--- config.mk ---
export PLATFORM = sky130hd
export DESIGN_NAME = serial_parity_rx
export DESIGN_NICKNAME = d
export VERILOG_FILES = /design/src/rtl/serial_parity_rx.sv
export SDC_FILE = /design/constraint.sdc
export NUM_CORES = 1
export LEC_CHECK = 0
export ABC_AREA = 1
export CAP_MARGIN = 10
export CORE_MARGIN = 3
export CORE_UTILIZATION = 53
export CTS_CLUSTER_DIAMETER = 120
export DETAILED_ROUTE_END_ITERATION = 8
export PLACE_DENSITY = 0.87
export REMOVE_ABC_BUFFERS = 1
export SLEW_MARGIN = 15
export SYNTH_ARGS = -nofsm -noshare
export SYNTH_HDL_FRONTEND = slang
export SYNTH_SLANG_ARGS = --single-unit
--- constraint.sdc ---
create_clock -name clk -period 1.45 [get_ports clk]
set_clock_uncertainty 0.1 [all_clocks]
set_input_delay 0.29 -clock clk [delete_from_list [all_inputs] [get_ports clk]]
set_output_delay 0.29 -clock clk [all_outputs]
set_load 0.05 [all_outputs]
--- src/rtl/serial_parity_rx.sv ---
// Serial frame receiver: start, DATA_W data bits LSB first, even parity, stop.
// Emits one-cycle done/perr pulses and recovers from framing errors.
module serial_parity_rx #(
  parameter int DATA_W = 8
) (
  input  logic              clk,
  input  logic              reset,
  input  logic              in,
  output logic [DATA_W-1:0] out_byte,
  output logic              done,
  output logic              perr
);

  localparam int CW = (DATA_W > 1) ? $clog2(DATA_W) : 1;
  localparam logic [CW-1:0] LAST = CW'(DATA_W - 1);

  typedef enum logic [2:0] {
    IDLE,
    DATA,
    PARITY,
    STOP,
    DONE,
    WAIT
  } state_t;

  state_t            state;
  state_t            state_n;
  logic [CW-1:0]     cnt;
  logic [DATA_W-1:0] shreg;
  logic              par;

  always_ff @(posedge clk) begin
    if (reset) begin
      state <= IDLE;
    end else begin
      state <= state_n;
    end
  end

  always_comb begin
    state_n = state;
    unique case (state)
      IDLE:    state_n = in ? IDLE : DATA;
      DATA:    state_n = (cnt == LAST) ? PARITY : DATA;
      PARITY:  state_n = STOP;
      STOP:    state_n = in ? DONE : WAIT;
      DONE:    state_n = in ? IDLE : DATA;
      WAIT:    state_n = in ? IDLE : WAIT;
      default: state_n = IDLE;
    endcase
  end

  // par folds in data and parity bits; it is 0 at STOP for a good frame
  always_ff @(posedge clk) begin
    if (reset) begin
      cnt      <= '0;
      shreg    <= '0;
      par      <= 1'b0;
      out_byte <= '0;
      done     <= 1'b0;
      perr     <= 1'b0;
    end else begin
      done <= 1'b0;
      perr <= 1'b0;
      unique case (state)
        IDLE, DONE: begin
          cnt <= '0;
          par <= 1'b0;
        end
        DATA: begin
          shreg[cnt] <= in;
          par        <= par ^ in;
          if (cnt != LAST) begin
            cnt <= cnt + 1'b1;
          end
        end
        PARITY: par <= par ^ in;
        STOP: begin
          if (in) begin
            out_byte <= shreg;
            done     <= ~par;
            perr     <= par;
          end
        end
        default: ;
      endcase
    end
  end

endmodule

Word-level counts from Yosys, hierarchy flattened
Cells that the tools add are included.
Widths: inputs -> output; s select.
{"block": "op_classes", "eq_ne": 8, "n_reduce_logical": 9, "bitwise": 4, "order_cmp": 2, "mux": 11, "add_sub_neg": 1}
{"operator": "$pmux 3 s5", "n": 1}
{"operator": "$eq 3x3->1 const B", "n": 3}
{"operator": "$bwmux 8", "n": 1}
{"operator": "$eq 3x2->1 const B", "n": 2}
{"operator": "$mux 3", "n": 2}
{"operator": "$pmux 3 s2", "n": 1}
{"operator": "$lt 3x4->1 const B", "n": 1}
{"operator": "$reduce_and 2->1", "n": 2}
{"operator": "$reduce_bool 2->1", "n": 2}
{"operator": "$reduce_or 2->1", "n": 2}
{"operator": "$add 3x1->3 const B", "n": 1}
{"operator": "$demux 1 s3", "n": 1}
{"operator": "$eq 3x1->1 const B", "n": 1}
{"operator": "$ge 3x1->1 const B", "n": 1}
{"operator": "$logic_not 3->1", "n": 1}
{"operator": "$mux 1", "n": 3}
{"operator": "$ne 3x3->1 const B", "n": 1}
{"operator": "$not 1->1", "n": 3}
{"operator": "$reduce_or 3->1", "n": 1}
{"operator": "$mux 2", "n": 1}
{"operator": "$ne 2x2->1 const B", "n": 1}
{"operator": "$pmux 1 s2", "n": 1}
{"operator": "$logic_and 1x1->1", "n": 1}
{"operator": "$xor 1x1->1", "n": 1}
{"block": "totals", "wordCells": 42, "reg_bits": 25, "input_bits": 3, "out_inout_bits": 10}

Longest topological paths before layout
Gate-level depths: netlist of run 1.
{"block": "depth", "depth_word": 5, "mapped_depth": 7, "depth_no_buf": 7}

Worst setup path after synthesis of run 1
Ideal clock, no wire load.
{"block": "synth_timing", "path_type": "register to register", "start": "reg cnt[0]", "end": "reg cnt[0]", "path_buffers": 0, "setup_time_ps": 115, "arrival_time_ps": 1089, "synth_period_minus_slack_ps": 1304, "stages_incl_launch_ff": 7, "required_time_ps": 1235, "setup_slack_ps": 146, "cell_sequence": "dfxtp_1 > ha_1 > ha_1 > inv_1 > nand3_2 > a21oi_1 > nor2_1"}
{"block": "synth_via", "elab_chain_len": 3, "word_cells_on_any_way": 6, "cone_classes": "add/sub (1); eq/ne (2); mux (2); reduce/logical (1)"}
{"element": "start: declaration", "line_no": "28", "rtl": "logic [CW-1:0] cnt;"}
{"element": "start signal: assignment", "line_no": "74", "rtl": "cnt <= cnt + 1'b1;"}
{"element": "$add 3x1->3 or $ne 3x3->1 (tied branches)", "line_no": "74, 73"}
{"element": "$mux 3 or $ne 2x2->1 (tied branches)"}
{"element": "$pmux 3 s2 or $reduce_and 2->1 (tied branches)"}
Several ways; a longest one is shown, not always the timed one. The select of a mux whose other input is x is not followed.
A chain may end at the register's enable or synchronous reset.

Final worst setup path of run 1
{"block": "layout_timing", "start": "reg state[1]", "end": "reg shreg[4]"}
{"block": "layout_via", "elab_chain_len": 1}
{"element": "start: declaration", "line_no": "26", "rtl": "state_t state;"}
{"element": "start signal: assignment", "line_no": "36", "rtl": "state <= state_n;"}
{"element": "$eq 3x1->1", "line_no": "65", "rtl": "unique case (state)"}
{"element": "end signal: indexed assignment", "line_no": "71", "rtl": "shreg[cnt] <= in;"}
{"element": "end: declaration", "line_no": "29", "rtl": "logic [DATA_W-1:0] shreg;"}
Every way passes these cells.

==> impl_metrics.csv, run 1 <==
group,metric,value,unit
run_status,status,"complete, no violations",
logic_synthesis,synthArstFlopShare,0,
critical_path,critical_path.endpoint_type,"flop",
power,switching_share,0.267,
logic_synthesis,synthesis.area_per_instance,6.97,um^2
die,design.portCount,13,
cells_and_area,post_route_cells_drive_above_1_share,0.155,
critical_path,max_stage_delay,430,ps
timing,report.final.setup_viol,0,
timing,slew_violations,0,
logic_synthesis,postSynthRegisterBits,25,
logic_synthesis,postSynthCellCount,156,
power,switchingPower,317,uW
clocking,hold_buffers,0,
power,p_leak,0.000639,uW
logic_synthesis,synth_top_cell_by_area,"sky130_fd_sc_hd__dfxtp_1",
placement,buffer_ports.inserted,12,
logic_synthesis,synthesis.area,0.00109,mm^2
global_routing,track_usage,0.208,
critical_path,critPathSlowestCell,"sky130_fd_sc_hd__dfxtp_1",
clocking,ctsHtreeMaxLevel,1,
clocking,cts.sink_count,25,
clocking,cts_root_buffer_type,"sky130_fd_sc_hd__clkbuf_4",
job,timing.max_cap.violations,0,
placement,dpl.cell_count,195,
logic_synthesis,synth_top_flop_cell,"sky130_fd_sc_hd__dfxtp_1",
timing,maxSlewHeadroom,0.747,
power,power.share.clock,0.267,
critical_path,critPathLaunchType,"flop",
clocking,clk_transition_reported_paths,140,ps
cells_and_area,number_of_filler_cells_placed_in_the_layout,121,
timing,period_needed,1380,ps
power,combinationalPowerShare,0.127,
logic_synthesis,synth-edff-count,0,
power,power.share.sequential,0.607,
power,powerDensity,819,mW/mm^2
timing,clock.fmax,0.724,GHz
power,vdd_drop_max,0.636,mV
detailed_routing,detail_route.vias_per_cell,5.28,
detailed_routing,routedWlPerCell,12.2,um
logic_synthesis,synthTopCellsByArea,"sky130_fd_sc_hd__dfxtp_1, sky130_fd_sc_hd__nor2_1, sky130_fd_sc_hd__o21ai_0",
critical_path,cp_data_arrival_time,1500,ps
die,dieHeight,51.3,um
critical_path,crit_path_cell_trace,"inv_1, nand3_2, buf_12, nor2_1, o21ai_0, nor2_1",
die,fp.dieArea,0.00263,mm^2
logic_synthesis,post-synth-top-count-cell,"sky130_fd_sc_hd__nor2_1",
min_path,hold_path.class,"reg -> reg",
detailed_routing,route.detailed.drc,0,
logic_synthesis,yosys.area.top_type_share,0.460,
placement,postPlaceCellArea,0.00141,mm^2
die,rows,15,
die,initial_utilization,0.597,
detailed_routing,route.final.wire_length,2430,um
timing,finalCritPeriodShare,0.953,
timing,timing_worst_slew_pin_value,375,ps
cells_and_area,final_area,0.00145,mm^2
cells_and_area,area_growth_syn_to_layout,33.3,%
power,p_int,869,uW
logic_synthesis,yosys_warnings,0,
placement,hpwlAfterDp,1820,um
global_routing,grt.overflow.total,0,
logic_synthesis,synth-seq-area-share,0.460,
cells_and_area,antenna_cells,0,
die,core_area,0.00182,mm^2
die,die_width,51.3,um
clocking,tritoncts,"built",
logic_synthesis,synth_cell_types,15,
detailed_routing,postRouteAntennaNets,0,
clocking,cts_inserted_buffers,3,
clocking,cts_buffer_depth,2,
logic_synthesis,synth.cells.most_frequent,"sky130_fd_sc_hd__nor2_1, sky130_fd_sc_hd__dfxtp_1, sky130_fd_sc_hd__o21ai_0, sky130_fd_sc_hd__inv_1, sky130_fd_sc_hd__nand3_1",
detailed_routing,detailroute.via_count,1050,
detailed_routing,first_pass_iters,5,
placement,gp_congestion,0.859,
cells_and_area,design.final.nets,180,
detailed_routing,first_iter_violations,37,
global_routing,grt_start_max_net_pins,17,
critical_path,timing.setup.critical_path_class,"reg -> reg",
clocking,clock_latency,310,ps
critical_path,worst_ep_required_time,1570,ps
timing,rsz0062_at_grt,"no",
cells_and_area,finish.utilization,0.796,
critical_path,worst_path_fanout_max,16,
timing,finalHoldViolations,0,
critical_path,critical-path-top-cell-by-count,"sky130_fd_sc_hd__nor2_1",
global_routing,global_route_wire_length_before_repair,4230,um
global_routing,antenna_found_initial,0,
cells_and_area,final-instance-count-excl-fill,199,
global_routing,via_count_of_the_first_global_routing_pass,1020,
-- power by group through the flow --
stage          combinational [uW]  sequential, uW  clock [uW]
6_report                      151             719         316
5_1_grt                       168             722         354
4_1_cts                       147             718         324
3_5_place_dp                  146             733           0
3_3_place_gp                  141             731           0
2_1_floorplan                85.3             731           0
-- final cells by class --
type / instances / area (um^2) / share of cell area
clock buffers: 3 / 22.5 / 0.0155
clock inverters: 1 / 7.51 / 0.00518
inverters: 16 / 60.1 / 0.0415
multi-input cells: 110 / 515 / 0.356
flip-flops and latches: 25 / 502 / 0.346
well taps: 25 / 31.3 / 0.0216
repair buffers: 19 / 310 / 0.214
-- path summary, 6_finish.rpt --
| kind | endpoint | depth (start not counted) | slack, ps | start |
|---|---|---|---|---|
| setup / recovery | shreg[4] | 6 | 70 | state[1] |
| setup reg to reg | shreg[4] | 6 | 70 | state[1] |
| hold / removal | done | 1 | 370 | par |
| hold reg to reg | done | 1 | 370 | par |
-- cells in the final DEF, fill, tap and decap left out --
cell type	count
sky130_fd_sc_hd__a21oi_1	6
sky130_fd_sc_hd__buf_12	13
sky130_fd_sc_hd__buf_4	4
sky130_fd_sc_hd__clkbuf_4	3
sky130_fd_sc_hd__clkdlybuf4s50_1	2
sky130_fd_sc_hd__clkinvlp_4	1
sky130_fd_sc_hd__dfxtp_1	24
sky130_fd_sc_hd__dfxtp_2	1
sky130_fd_sc_hd__ha_1	2
sky130_fd_sc_hd__inv_1	14
sky130_fd_sc_hd__inv_2	2
sky130_fd_sc_hd__nand2_1	12
sky130_fd_sc_hd__nand3_1	12
sky130_fd_sc_hd__nand3_2	1
sky130_fd_sc_hd__nand3_4	1
sky130_fd_sc_hd__nor2_1	47
sky130_fd_sc_hd__nor2_4	1
sky130_fd_sc_hd__nor3_1	10
sky130_fd_sc_hd__o21ai_0	18
-- cell families (layout without fill, tap and decap cells) --
kind of cell,count (synthesis),after routing,synth area share
DFF,25,25,0.460
buffers and inverters,21,39,0.0771
AOI/OAI and AO/OA,24,24,0.110
adders and majority gates,2,2,0.0230
and+or+nand+nor,84,84,0.329
-- repair_timing --
| action | in CTS | in global routing |
|---|---|---|
| gates resized for setup | 0 | 3 |
| setup endpoints to repair | 0 | 12 |
| buffers inserted | 0 | 0 |
-- per-layer routing --
| metal | global-route usage | share of wire | wire length [um] |
|---|---|---|---|
| met1 | 0.242 | 0.44 | 1070 |
| met2 | 0.363 | 0.49 | 1200 |
| met3 | 0.0437 | 0.045 | 109 |
| met4 | 0.0961 | 0.019 | 47 |
| met5 | 0 | 0 | 0 |
-- per-stage QoR --
stage	worst slack [ps]	hold WS (ps)	TNS [ps]	power (uW)
floorplan	95.5	267	0	816
global placement	-69.1	343	-287	872
detailed placement	-107	359	-673	879
CTS	7.24	367	0	1190
global route	1.72	391	0	1240
finish	67.8	373	0	1190
-- registers in the layout, summed over array words and instances (netlist names) --
name      flops
cnt           3
done          1
out_byte      8
par           1
perr          1
shreg         8
state         3
-- worst max-delay path: cells and delay by family, from the launching register on --
family	cells	cell delay, ps
flops	1	430
simple gates	3	300
compound gates	1	210
buf+inv	2	260
Power figures use the tool's default switching activity.
==> run 2, diff against run 1 <==
- CORE_UTILIZATION: 53 -> 48
- PLACE_DENSITY: 0.87 -> 0.84
- clock period: 1.45 -> 1.15 ns (I/O delays scaled with it)
==> run 2 against run 1 <==
  * The flow now finishes with violations (setup timing)
  * Cell count increased by 6.5%
  * Maximum frequency increased by 7.1%
  * First-iteration DRC count increased by 78%
  * Clock-buffer cell count unchanged
  * Critical path depth increased by 1
  * Non-clock buffer count increased by 11
  * Clock power increased by 37%
  * Sequential cell count unchanged
==> impl_metrics.csv, run 2 (synthesis results as in run 1) <==
group,metric,value,unit
critical_path,worst_setup_path_startpoint,"cnt[1]",
detailed_routing,routedWlPerCell,18.4,um
power,powerDensity,932,mW/mm^2
placement,buffer_ports.inserted,12,
detailed_routing,postRouteAntennaNets,0,
power,vdd_drop_max,0.966,mV
cells_and_area,design.final.nets,191,
critical_path,worst_path_fanout_max,7,
timing,rsz0062_at_grt,"yes",
global_routing,track_usage,0.296,
die,die_width,53.6,um
die,rows,16,
timing,slew_violations,0,
timing,timing_worst_slew_pin_value,339,ps
detailed_routing,detailroute.via_count,1259,
global_routing,antenna_found_initial,0,
global_routing,grt.overflow.total,0,
critical_path,critPathSlowestCell,"sky130_fd_sc_hd__dfxtp_2",
die,fp.dieArea,0.00287,mm^2
clocking,clk_transition_reported_paths,150,ps
timing,holdWs,399,ps
clocking,cts.sink_count,25,
clocking,hold_buffers,0,
cells_and_area,mostFrequentLayoutCell,"sky130_fd_sc_hd__nor2_1",
critical_path,critPathLaunchType,"flop",
cells_and_area,layout_top_registers,"out_byte x8, shreg x8",
placement,postPlaceCellArea,0.00144,mm^2
critical_path,crit_end,"cnt[2]",
run_status,status,"complete, but fails checks",
detailed_routing,route.final.wire_length,3900,um
detailed_routing,first_iter_violations,66,
cells_and_area,area_growth_syn_to_layout,62.8,%
die,design.portCount,13,
timing,setup_tns,-2170,ps
timing,timing.final.ws_setup,-141,ps
timing,finalHoldViolations,0,
timing,period_needed,1290,ps
clocking,cts_inserted_buffers,3,
critical_path,path_depth,7,
critical_path,critical_path.endpoint_type,"flop",
cells_and_area,final_area,0.00177,mm^2
critical_path,crit_path_cell_trace,"ha_4, ha_4, inv_4, nand3_4, nand3_2, nand2_2, nor2_1",
min_path,hold_path_depth,2,
die,initial_utilization,0.532,
critical_path,worst-r2r-cell-count,7,
detailed_routing,route.detailed.drc,0,
placement,gp_congestion,0.792,
clocking,ctsHtreeMaxLevel,1,
critical_path,reg2reg_to,"cnt[2]",
critical_path,worst-path-buf-inv,1,
placement,hpwlAfterDp,1840,um
global_routing,grt_start_max_net_pins,16,
clocking,tritoncts,"built",
timing,maxSlewHeadroom,0.774,
cells_and_area,post_route_cells_drive_above_1_share,0.514,
critical_path,max_stage_delay,370,ps
global_routing,global_route_wire_length_before_repair,5940,um
critical_path,timing.setup.critical_path_class,"reg -> reg",
clocking,cts_root_buffer_type,"sky130_fd_sc_hd__clkbuf_4",
die,dieHeight,53.6,um
critical_path,cp_data_arrival_time,1470,ps
critical_path,worst_path_dominant_cell_family,"simple AND/OR/NAND/NOR gates",
global_routing,via_count_of_the_first_global_routing_pass,1282,
min_path,hold_path.class,"reg -> reg",
critical_path,r2r_path_start,"cnt[1]",
clocking,cts_buffer_depth,2,
critical_path,worst_ep_required_time,1330,ps
run_status,violations,"setup timing",
power,p_leak,0.000714,uW
critical_path,critical-path-top-cell-by-count,"sky130_fd_sc_hd__ha_4",
critical_path,reg2reg_setup_slack,-140,ps
job,timing.max_cap.violations,0,
timing,finalCritPeriodShare,1.12,
detailed_routing,detail_route.vias_per_cell,5.94,
cells_and_area,antenna_cells,0,
cells_and_area,finish.utilization,0.867,
detailed_routing,first_pass_iters,5,
cells_and_area,final_cell_mix,"sky130_fd_sc_hd__nor2_1, sky130_fd_sc_hd__buf_12, sky130_fd_sc_hd__buf_4",
timing,clock.fmax,0.775,GHz
clocking,clock_latency,340,ps
die,core_area,0.00204,mm^2
timing,report.final.setup_viol,32,
## run 2: worst min-delay path by stage
stage / from / endpoint
2_1_floorplan: reset / done
3_3_place_gp: par / done
3_5_place_dp: par / done
4_1_cts: par / done
5_1_grt: shreg[0] / out_byte[0]
6_report: shreg[5] / out_byte[5]
## run 2: tightest hold or removal path, delay by kind of cell (launching register included)
family | cells | cell delay (ps)
simple gates | 2 | 140
flops | 1 | 340
## run 2: stage by stage
step / setup slack (ps) / total power (uW) / instances
floorplan: -204 / 1030 / 151
global route: -211 / 1710 / 212
CTS: -128 / 1600 / 209
finish: -141 / 1650 / 212
global placement: -293 / 1110 / 203
detailed placement: -345 / 1120 / 203
## run 2: timing repair
| action | 4_1_cts | 5_1_grt |
|---|---|---|
| gates resized for setup | 50 | 43 |
| cloned | 1 | 0 |
| endpoints found under the setup margin | 34 | 35 |
| pin swaps | 6 | 14 |
| setup buffers | 1 | 3 |
## run 2: metal layers
layer  track usage  wire, um
met3        0.0499       343
met5             0         0
met1         0.329      1430
met2         0.516      1970
met4         0.196       155
## run 2: power breakdown
part	leakage [uW]	switching (uW)	internal (uW)	total, uW
clock network	0.0000139	300	134	434
registers	0.000212	24.0	878	902
logic	0.000488	187	127	314
## run 2: final cells by class
cell class,instances,area [um^2]
tap,27,33.8
clock buffer,3,22.5
fill,98,272
timing repair buffer,30,412
sequential,25,536
clock inverter,1,7.51
inverter,16,72.6
multi-input combinational,110,687
